<file path="src/rtl/quad_encoder_pkg.sv">
`default_nettype none
// +----------------------------------------------------------------------+
// | quad_encoder_pkg : register map, bit indices, x4 quadrature decode   |
// | Rev 1.0                                                              |
// +----------------------------------------------------------------------+
package quad_encoder_pkg;

    localparam logic [1:0] REG_POS  = 2'd0;
    localparam logic [1:0] REG_VEL  = 2'd1;
    localparam logic [1:0] REG_STAT = 2'd2;
    localparam logic [1:0] REG_CTRL = 2'd3;

    localparam int STAT_DIR    = 0;
    localparam int STAT_ERR    = 1;
    localparam int STAT_WRAP   = 2;
    localparam int CTRL_EN     = 0;
    localparam int CTRL_INV    = 1;
    localparam int CTRL_IRQ_EN = 2;

    localparam logic [2:0] CTRL_RESET = 3'b001;

    // ab = {B, A}; mapping the Gray code to a 0..3 phase makes the step the phase delta.
    function automatic logic [2:0] quad_step(input logic [1:0] prev_ab, input logic [1:0] new_ab);
        logic [1:0] prev_ph;
        logic [1:0] new_ph;
        logic [1:0] delta;
        prev_ph = {prev_ab[1], prev_ab[1] ^ prev_ab[0]};
        new_ph  = {new_ab[1], new_ab[1] ^ new_ab[0]};
        delta   = new_ph - prev_ph;
        case (delta)
            2'd1:    return 3'b011;
            2'd3:    return 3'b010;
            2'd2:    return 3'b100;
            default: return 3'b000;
        endcase
    endfunction

endpackage
`default_nettype wire

</file>
<file path="src/rtl/quad_encoder_channel.sv">
`default_nettype none
// +----------------------------------------------------------------------+
// | quad_encoder_channel : sync, glitch filter, decoder and registers    |
// | Rev 1.0                                                              |
// +----------------------------------------------------------------------+
module quad_encoder_channel
    import quad_encoder_pkg::*;
#(
    parameter int CNT_W    = 32,
    parameter int FILT_LEN = 4
) (
    input  logic             clk,
    input  logic             reset_n,
    input  logic [1:0]       enc,
    input  logic             win_tick,
    input  logic             pos_we,
    input  logic             stat_we,
    input  logic             ctrl_we,
    input  logic [CNT_W-1:0] wdata,
    output logic [CNT_W-1:0] pos,
    output logic [CNT_W-1:0] vel,
    output logic [2:0]       stat,
    output logic [2:0]       ctrl
);

    localparam int               FC_W      = $clog2(FILT_LEN + 1);
    localparam logic [FC_W-1:0]  FILT_LAST = FC_W'(FILT_LEN - 1);
    localparam logic [CNT_W-1:0] POS_MAX   = {1'b0, {(CNT_W-1){1'b1}}};
    localparam logic [CNT_W-1:0] POS_MIN   = {1'b1, {(CNT_W-1){1'b0}}};

    logic [1:0]       sync1;
    logic [1:0]       sync2;
    logic [1:0]       acc;
    logic [1:0]       prev_ab;
    logic [FC_W-1:0]  fcnt [2];
    logic [CNT_W-1:0] snap;
    logic [CNT_W-1:0] pos_step;
    logic [2:0]       step;
    logic             count_en;
    logic             up_eff;
    logic             wrap_hit;

    always_ff @(posedge clk or negedge reset_n) begin
        if (!reset_n) begin
            sync1   <= '0;
            sync2   <= '0;
            acc     <= '0;
            prev_ab <= '0;
            fcnt    <= '{default: '0};
        end else begin
            sync1   <= enc;
            sync2   <= sync1;
            prev_ab <= acc;
            for (int j = 0; j < 2; j++) begin
                if (sync2[j] == acc[j]) begin
                    fcnt[j] <= '0;
                end else if (fcnt[j] == FILT_LAST) begin
                    acc[j]  <= sync2[j];
                    fcnt[j] <= '0;
                end else begin
                    fcnt[j] <= fcnt[j] + FC_W'(1);
                end
            end
        end
    end

    always_comb begin
        step     = quad_step(prev_ab, acc);
        count_en = step[1] & ctrl[CTRL_EN];
        up_eff   = step[0] ^ ctrl[CTRL_INV];
        pos_step = up_eff ? pos + CNT_W'(1) : pos - CNT_W'(1);
        wrap_hit = count_en & (up_eff ? (pos == POS_MAX) : (pos == POS_MIN));
    end

    // A POS write overrides a same-cycle step; VEL still uses the pre-write POS.
    always_ff @(posedge clk or negedge reset_n) begin
        if (!reset_n) begin
            pos  <= '0;
            vel  <= '0;
            snap <= '0;
            stat <= '0;
            ctrl <= CTRL_RESET;
        end else begin
            if (win_tick) begin
                vel <= pos - snap;
            end
            if (pos_we) begin
                pos  <= wdata;
                snap <= wdata;
            end else begin
                if (count_en) begin
                    pos            <= pos_step;
                    stat[STAT_DIR] <= up_eff;
                end
                if (win_tick) begin
                    snap <= pos;
                end
            end
            stat[STAT_ERR]  <= (stat[STAT_ERR] & ~(stat_we & wdata[STAT_ERR])) | step[2];
            stat[STAT_WRAP] <= (stat[STAT_WRAP] & ~(stat_we & wdata[STAT_WRAP])) | (wrap_hit & ~pos_we);
            if (ctrl_we) begin
                ctrl <= wdata[2:0];
            end
        end
    end

endmodule
`default_nettype wire

</file>
<file path="src/rtl/quad_encoder_array.sv">
`default_nettype none
// +----------------------------------------------------------------------+
// | quad_encoder_array : multi-channel quadrature encoder, Avalon-MM     |
// | Rev 1.0                                                              |
// +----------------------------------------------------------------------+
module quad_encoder_array
    import quad_encoder_pkg::*;
#(
    parameter int NUM_CH   = 2,
    parameter int CNT_W    = 32,
    parameter int FILT_LEN = 4,
    parameter int VEL_DIV  = 50000
) (
    input  logic                         clk,
    input  logic                         reset_n,
    input  logic [2*NUM_CH-1:0]          enc_in,
    input  logic [$clog2(NUM_CH)+1:0]    avs_address,
    input  logic                         avs_read,
    input  logic                         avs_write,
    input  logic [31:0]                  avs_writedata,
    output logic [31:0]                  avs_readdata,
    output logic [NUM_CH-1:0]            dir_out,
    output logic                         err_irq
);

    localparam int               ADDR_W   = $clog2(NUM_CH) + 2;
    localparam int               CH_W     = (ADDR_W > 2) ? ADDR_W - 2 : 1;
    localparam int               TMR_W    = (VEL_DIV > 1) ? $clog2(VEL_DIV) : 1;
    localparam logic [TMR_W-1:0] TMR_LAST = TMR_W'(VEL_DIV - 1);

    logic [CH_W-1:0]  ch_idx;
    logic [1:0]       reg_sel;
    logic             ch_valid;
    logic [TMR_W-1:0] win_cnt;
    logic             win_tick;
    logic [31:0]      rd_mux;
    logic [CNT_W-1:0] pos_a  [NUM_CH];
    logic [CNT_W-1:0] vel_a  [NUM_CH];
    logic [2:0]       stat_a [NUM_CH];
    logic [2:0]       ctrl_a [NUM_CH];
    logic [NUM_CH-1:0] dir_vec;
    logic [NUM_CH-1:0] irq_vec;

    generate
        if (ADDR_W > 2) begin : g_ch_idx
            assign ch_idx = avs_address[ADDR_W-1:2];
        end else begin : g_ch_single
            assign ch_idx = '0;
        end
    endgenerate

    assign reg_sel  = avs_address[1:0];
    assign ch_valid = ({{(32-CH_W){1'b0}}, ch_idx} < 32'(NUM_CH));
    assign win_tick = (win_cnt == TMR_LAST);

    always_ff @(posedge clk or negedge reset_n) begin
        if (!reset_n) begin
            win_cnt <= '0;
        end else if (win_tick) begin
            win_cnt <= '0;
        end else begin
            win_cnt <= win_cnt + TMR_W'(1);
        end
    end

    for (genvar i = 0; i < NUM_CH; i++) begin : g_ch
        logic sel;
        assign sel = avs_write && ch_valid && (ch_idx == CH_W'(i));

        quad_encoder_channel #(
            .CNT_W    (CNT_W),
            .FILT_LEN (FILT_LEN)
        ) u_ch (
            .clk      (clk),
            .reset_n  (reset_n),
            .enc      (enc_in[2*i +: 2]),
            .win_tick (win_tick),
            .pos_we   (sel && (reg_sel == REG_POS)),
            .stat_we  (sel && (reg_sel == REG_STAT)),
            .ctrl_we  (sel && (reg_sel == REG_CTRL)),
            .wdata    (avs_writedata[CNT_W-1:0]),
            .pos      (pos_a[i]),
            .vel      (vel_a[i]),
            .stat     (stat_a[i]),
            .ctrl     (ctrl_a[i])
        );

        assign dir_vec[i] = stat_a[i][STAT_DIR];
        assign irq_vec[i] = stat_a[i][STAT_ERR] & ctrl_a[i][CTRL_IRQ_EN];
    end

    always_comb begin
        rd_mux = '0;
        for (int i = 0; i < NUM_CH; i++) begin
            if (ch_valid && (ch_idx == CH_W'(i))) begin
                case (reg_sel)
                    REG_POS:  rd_mux = 32'($signed(pos_a[i]));
                    REG_VEL:  rd_mux = 32'($signed(vel_a[i]));
                    REG_STAT: rd_mux = {29'd0, stat_a[i]};
                    default:  rd_mux = {29'd0, ctrl_a[i]};
                endcase
            end
        end
    end

    always_ff @(posedge clk or negedge reset_n) begin
        if (!reset_n) begin
            avs_readdata <= '0;
            dir_out      <= '0;
            err_irq      <= 1'b0;
        end else begin
            if (avs_read) begin
                avs_readdata <= rd_mux;
            end
            dir_out <= dir_vec;
            err_irq <= |irq_vec;
        end
    end

endmodule
`default_nettype wire

</file>
<file path="config.mk">
export PLATFORM = sky130hd
export DESIGN_NAME = quad_encoder_array
export DESIGN_NICKNAME = d
export VERILOG_FILES = /design/src/rtl/quad_encoder_pkg.sv /design/src/rtl/quad_encoder_channel.sv /design/src/rtl/quad_encoder_array.sv
export SDC_FILE = /design/constraint.sdc
export NUM_CORES = 1
export LEC_CHECK = 0
export BUFFER_PORTS_ARGS = -buffer_cell sky130_fd_sc_hd__clkbuf_2
export CAP_MARGIN = 30
export CORE_MARGIN = 1
export CORE_UTILIZATION = 55
export DETAILED_ROUTE_END_ITERATION = 10
export PLACE_DENSITY = 0.78
export SYNTH_ARGS = -nofsm -noshare
export SYNTH_HDL_FRONTEND = slang
export SYNTH_SLANG_ARGS = --single-unit
export TNS_END_PERCENT = 10
</file>
<file path="constraint.sdc">
create_clock -name clk -period 6.2 [get_ports clk]
set_input_delay 0.62 -clock clk [delete_from_list [all_inputs] [get_ports clk]]
set_output_delay 0.62 -clock clk [all_outputs]
set_load 0.005 [all_outputs]
</file>
# Yosys cells after proc, flatten, opt, wreduce, memory -nomap -nowiden
# Cells that the tools add are included.
# classes
add_sub_neg	13
eq_ne	22
muxes	26
bitwise	37
reduce_logical	20
# op_table
cell	n
$mux W32	11
$pmux W32 S3	2
$add A32 B1 Y32 const B	2
$eq A32 B31 Y1 const B	2
$eq A32 B32 Y1 const B	2
$sub A32 B1 Y32 const B	2
$sub A32 B32 Y32	2
$mux W3	8
$pmux W3 S3	2
$add A16 B1 Y16 const B	1
$and A1 B1 Y1	16
$eq A16 B16 Y1 const B	1
$mux W16	1
$add A3 B1 Y3 const B	4
$eq A2 B2 Y1 const B	6
$eq A3 B2 Y1 const B	4
$reduce_and A2 Y1	6
$not A1 Y1	11
$logic_and A1 B1 Y1	8
$reduce_bool A2 Y1	4
$eq A2 B1 Y1 const B	3
$xor A1 B1 Y1	6
$eq A1 B1 Y1	4
$or A1 B1 Y1	4
other kinds (4)	6
# totals
ff_bits	283
input_bits	43
out_inout_bits	35
word_cells	148

# Logic depth before layout (Yosys ltp)
# depth
ltp_word	9
depth_mapped	19

# Cells and area by module
# From an unflattened synthesis, not the netlist that was laid out.
# hier_totals
hier_cells	2102
hier_area_um2	18968.2
# by_module_without_submodules
module	instances	cells_each	area_per_inst_um2
quad_encoder_channel (g_ch[1].u_ch)	1	945	8102.8
quad_encoder_channel (g_ch[0].u_ch)	1	891	7806.2
quad_encoder_array	1	266	3059.2

# Worst setup path before layout
# OpenSTA, ideal clock, no wires.
# synth_path
path_type	register to register
startpoint	register g_ch[0].u_ch.acc[1]
endpoint	register g_ch[0].u_ch.pos[18]
t_arrival_ps	4083
t_required_ps	6063
slack_ps	1980
path_stages_with_launch	20
path_buffers	3
period_less_slack_ps	4220
path_cell_list	dfrtp_1 > xnor2_1 > ha_1 > xor3_1 > o21a_1 > nor2_1 > clkbuf_1 > clkbuf_1 > buf_1 > xnor2_1 > ha_1 > or3_1 > nor2_1 > nor2_1 > a32oi_1 > nor2_1 > and3_1 > o21ai_0 > xor2_1 > a21oi_1
# synth_via
elab_chain_len	8
# synth_rtl
item	line	text
start: declaration	quad_encoder_channel.sv:33	logic [1:0] acc;
start signal: indexed assignment	quad_encoder_channel.sv:58	acc[j] <= sync2[j];
$xor A1 B1 Y1	quad_encoder_pkg.sv:28	new_ph = {new_ab[1], new_ab[1] ^ new_ab[0]};
$sub A2 B2 Y2 (*)	quad_encoder_pkg.sv:29	delta = new_ph - prev_ph;
$eq A2 B2 Y1 or $eq A2 B1 Y1 (tied branches)	quad_encoder_pkg.sv:30	case (delta)
$pmux W3 S3 (*)	quad_encoder_pkg.sv:30	
$xor A1 B1 Y1	quad_encoder_channel.sv:70	up_eff = step[0] ^ ctrl[CTRL_INV];
$mux W32	quad_encoder_channel.sv:71	pos_step = up_eff ? pos + CNT_W'(1) : pos - CNT_W'(1);
$mux W32	quad_encoder_channel.sv:91	if (count_en) begin
$mux W32	quad_encoder_channel.sv:87	if (pos_we) begin
end signal: assignment	quad_encoder_channel.sv:88	pos <= wdata;
end signal: assignment	quad_encoder_channel.sv:92	pos <= pos_step;
end: declaration	quad_encoder_channel.sv:20	output logic [CNT_W-1:0] pos,
# Every way passes the cells marked *; elsewhere a longest branch is shown, timed or not. The select of a mux whose other input is x is not followed.
# A chain may end at the register's enable or synchronous reset.

# Worst setup path after layout
# layout_path
startpoint	register g_ch[0].u_ch.acc[1]
endpoint	register g_ch[0].u_ch.pos[31]
# Same word-level chain as after synthesis.

==> reports/results.ini <==
[synthesis]
synthFlopType=dfrtp_1
synth_area_um2=18700
synth_top_family_by_area=simple AND/OR/NAND/NOR gates
synthAdderAreaFrac_pct=4.965
ys_types=76
muxShareOfSynthArea_pct=6.035
syn_area_per_cell_um2=8.457
synth-xor-area-share_pct=5.547
yosysWarningCount=0
syn_inst=2211
synth_edf_count=0
synth_nets=2327
yosys_register_bits=283
yosysSeqAreaShare_pct=37.89
synth_compound_area_share_pct=18.41
synthArstFlopShare_pct=100.0
yosys.area_share.simple_pct=21.13

[layout]
layout-drive-gt1-share_pct=10.30
instances_no_fill=2672
diodes=0
design_area_um2=20470
fin_nets=2316
syn_to_final_growth_pct=9.475

[grt]
antenna_found_initial=2
grt_pass1_vias=16360
grt_max_degree=119
grt_pass1_wl_um=92260
overflow=0
grt_util_all_layers_pct=33.85

[floorplan]
die_h_um=186.4
initial_core_util_pct=55.76
die-area_um2=34740
io_pins=78
rows=67
die_w_um=186.4
fp.coreArea_um2=33530

[pwr]
power.leakage_uw=0.008999
p_per_area_nw_per_um2=480.7
power.total_uw=9841
p_seq_share_pct=29.3
power_frac_clock_pct=21.1
switching_power_uw=4553
p_comb_share_pct=49.6
max-vdd-ir-drop_mv=0.2784
p_sw_share_pct=46.27
internal_power_uw=5287

[hold_path]
hp-class=in2async

[sta]
layout_min_cycle_time_ps=4498
maxSlewViolCount=0
rsz0062_at_grt=false
worst_slack_ps=1702
clock.fmax_ghz=0.2223
fin_crit_sh_pct=72.55
fin_setup_tns_ps=0
hold_viol=0
worst_pin_slew_ps=1070
max_slew_margin_pct=26.80
setup_viol=0
fin_skew_ps=19.09

[clock_network]
cts_resized=0
cts-buffers-inserted=35
clock_path_buffers=3
holdBufCountCts=0
clock-root-buffer=clkbuf_16
clkSlewWorstSetupHoldPaths_ps=60
cts_tree=built
clkLatencyLatePin_ps=550
clock_sinks=283
htreeDepth=2
cts_setup_buffers=0

[worst_setup_path]
critPathSlowestCell=a2111oi_0
cp-end-kind=register
cp-start-kind=register
crit_required_ps=6630
slowest_delay_ps=940
critPathKind=reg2reg
cp_cell_sequence=xnor2_1 -> ha_1 -> xor3_1 -> o21ai_1 -> nand2_1 -> buf_4 -> mux2i_1 -> a2111oi_0 -> a21oi_1 -> nor4_1 -> nor3_1
arrival_ps=4920
cp_max_fo=22

[routing]
first_pass_iters=6
drc_errors=0
avgViaCountPerCell=6.476
wl_um=59030
vias=17300
ant_nets=0
drt_iter0_drc=2092
routedWlPerCell_um=22.09

[placed_design]
place_ws_ps=1849
post-place-cells=2610
numPortBuffers=77
finalWeightedCongestion=0.9728
placed_area_um2=19310
dpl.hpwl_um=42370

[job]
max_cap_violations=0

[status]
outcome=finished, final reports clean

cells by family after synthesis:
logic type | after synthesis
flops | 283
buf+inv | 295
fa+ha+maj | 73
mux | 72
xor+xnor | 115
compound gates | 545
simple gates | 828
power groups by stage:
stage	combinational [µW]	sequential, µW	clock (µW)
after CTS	4760	2850	2100
after floorplan	3870	2410	0
after global routing	5320	2920	2160
after global placement	4600	2860	0
after detailed placement	4710	2880	0
final	4880	2880	2080
area by class of cell:
cell class | instances | area, µm²
clock buffer | 51 | 1039
clock inverter | 10 | 115.1
fill | 2909 | 13060
inverter | 143 | 536.8
multi-input combinational | 1633 | 10510
sequential | 283 | 7084
tap | 448 | 560.5
timing repair buffer | 104 | 621.8
registers in the layout, indices dropped and copies added, names as in the netlist:
name               flops
g_ch.u_ch.sync2        4
avs_readdata          32
g_ch.u_ch.ctrl         6
err_irq                1
g_ch.u_ch.snap        64
g_ch.u_ch.fcnt        12
g_ch.u_ch.prev_ab      4
dir_out                2
g_ch.u_ch.sync1        4
g_ch.u_ch.vel         64
g_ch.u_ch.pos         64
win_cnt               16
g_ch.u_ch.acc          4
g_ch.u_ch.stat         6
final timing paths:
| path | start | endpoint | slack [ps] | cells past startpoint |
|---|---|---|---|---|
| worst max-delay path | g_ch[0].u_ch.acc[1]$_DFFE_PN0P_ | g_ch[0].u_ch.pos[31]$_DFFE_PN0P_ | 1700 | 11 |
| worst min-delay path | reset_n | g_ch[0].u_ch.snap[30]$_DFFE_PN0P_ | 70 | 1 |
| worst max register to register | g_ch[0].u_ch.acc[1]$_DFFE_PN0P_ | g_ch[0].u_ch.pos[31]$_DFFE_PN0P_ | 1700 | 11 |
| worst min register to register | g_ch[1].u_ch.sync1[0]$_DFF_PN0_ | g_ch[1].u_ch.sync2[0]$_DFF_PN0_ | 350 | 0 |
| max in group asynchronous | reset_n | g_ch[1].u_ch.snap[1]$_DFFE_PN0P_ | 5010 | 2 |
| min in group clk | enc_in[0] | g_ch[0].u_ch.sync1[0]$_DFF_PN0_ | 170 | 1 |
layer usage:
| layer | vias to the layer above | track usage (%) | wire [µm] |
|---|---|---|---|
| li1 | 7860 | - | - |
| met1 | 8425 | 45.88 | 24280 |
| met2 | 866 | 52.77 | 26850 |
| met3 | 152 | 8.877 | 6024 |
| met4 | 0 | 11.25 | 1873 |
| met5 | - | 0 | 0 |
critical path, delay by kind of cell, from the launching register on:
family          cells  cell delay [ps]
xor+xnor            2              470
compound gates      3             1670
buf+inv             1              440
mux                 1              140
flops               1              430
simple gates        3             1040
fa+ha+maj           1              170
through the flow:
stage | hold slack, ps | utilization, %
floorplan | 324.4 | -
global placement | 333.7 | 57.46
detailed placement | 336.4 | 57.59
CTS | 94.89 | 61.03
global route | 133.3 | 61.05
finish | 68.26 | 61.05
cell usage in the layout (no fill, tap or decap), types with 30 or more instances in the layout:
cell type / netlist / routed
o22ai_1: 34 / 34
mux4_2: 31 / 31
a21oi_1: 133 / 133
clkbuf_16: 0 / 37
a31oi_1: 73 / 73
nor2_1: 185 / 183
xnor2_1: 71 / 71
ha_1: 71 / 71
nor3_1: 59 / 58
a21o_1: 30 / 30
inv_1: 143 / 143
nand2_1: 289 / 289
nor4_1: 35 / 35
xor2_1: 42 / 42
clkbuf_2: 2 / 76
nand3_1: 65 / 64
o21ai_0: 119 / 119
dfrtp_1: 281 / 281
synth_stat cells, types with 27 or more instances:
cell type | count | share of area [%]
dfrtp_1 | 281 | 38
nor3_1 | 59 | 1.6
a31oi_1 | 73 | 2.4
nor2_1 | 185 | 3.7
mux4_2 | 31 | 3.7
ha_1 | 71 | 4.8
a21o_1 | 30 | 1.2
o21ai_0 | 119 | 3.2
and3_1 | 27 | 0.90
nand2_1 | 289 | 5.8
a21oi_1 | 133 | 3.6
nor4_1 | 35 | 1.2
o22ai_1 | 34 | 1.1
clkbuf_1 | 123 | 2.5
nand3_1 | 65 | 1.7
xor2_1 | 42 | 2.0
xnor2_1 | 71 | 3.3
inv_1 | 143 | 2.9
Power figures use the tool's default switching activity.
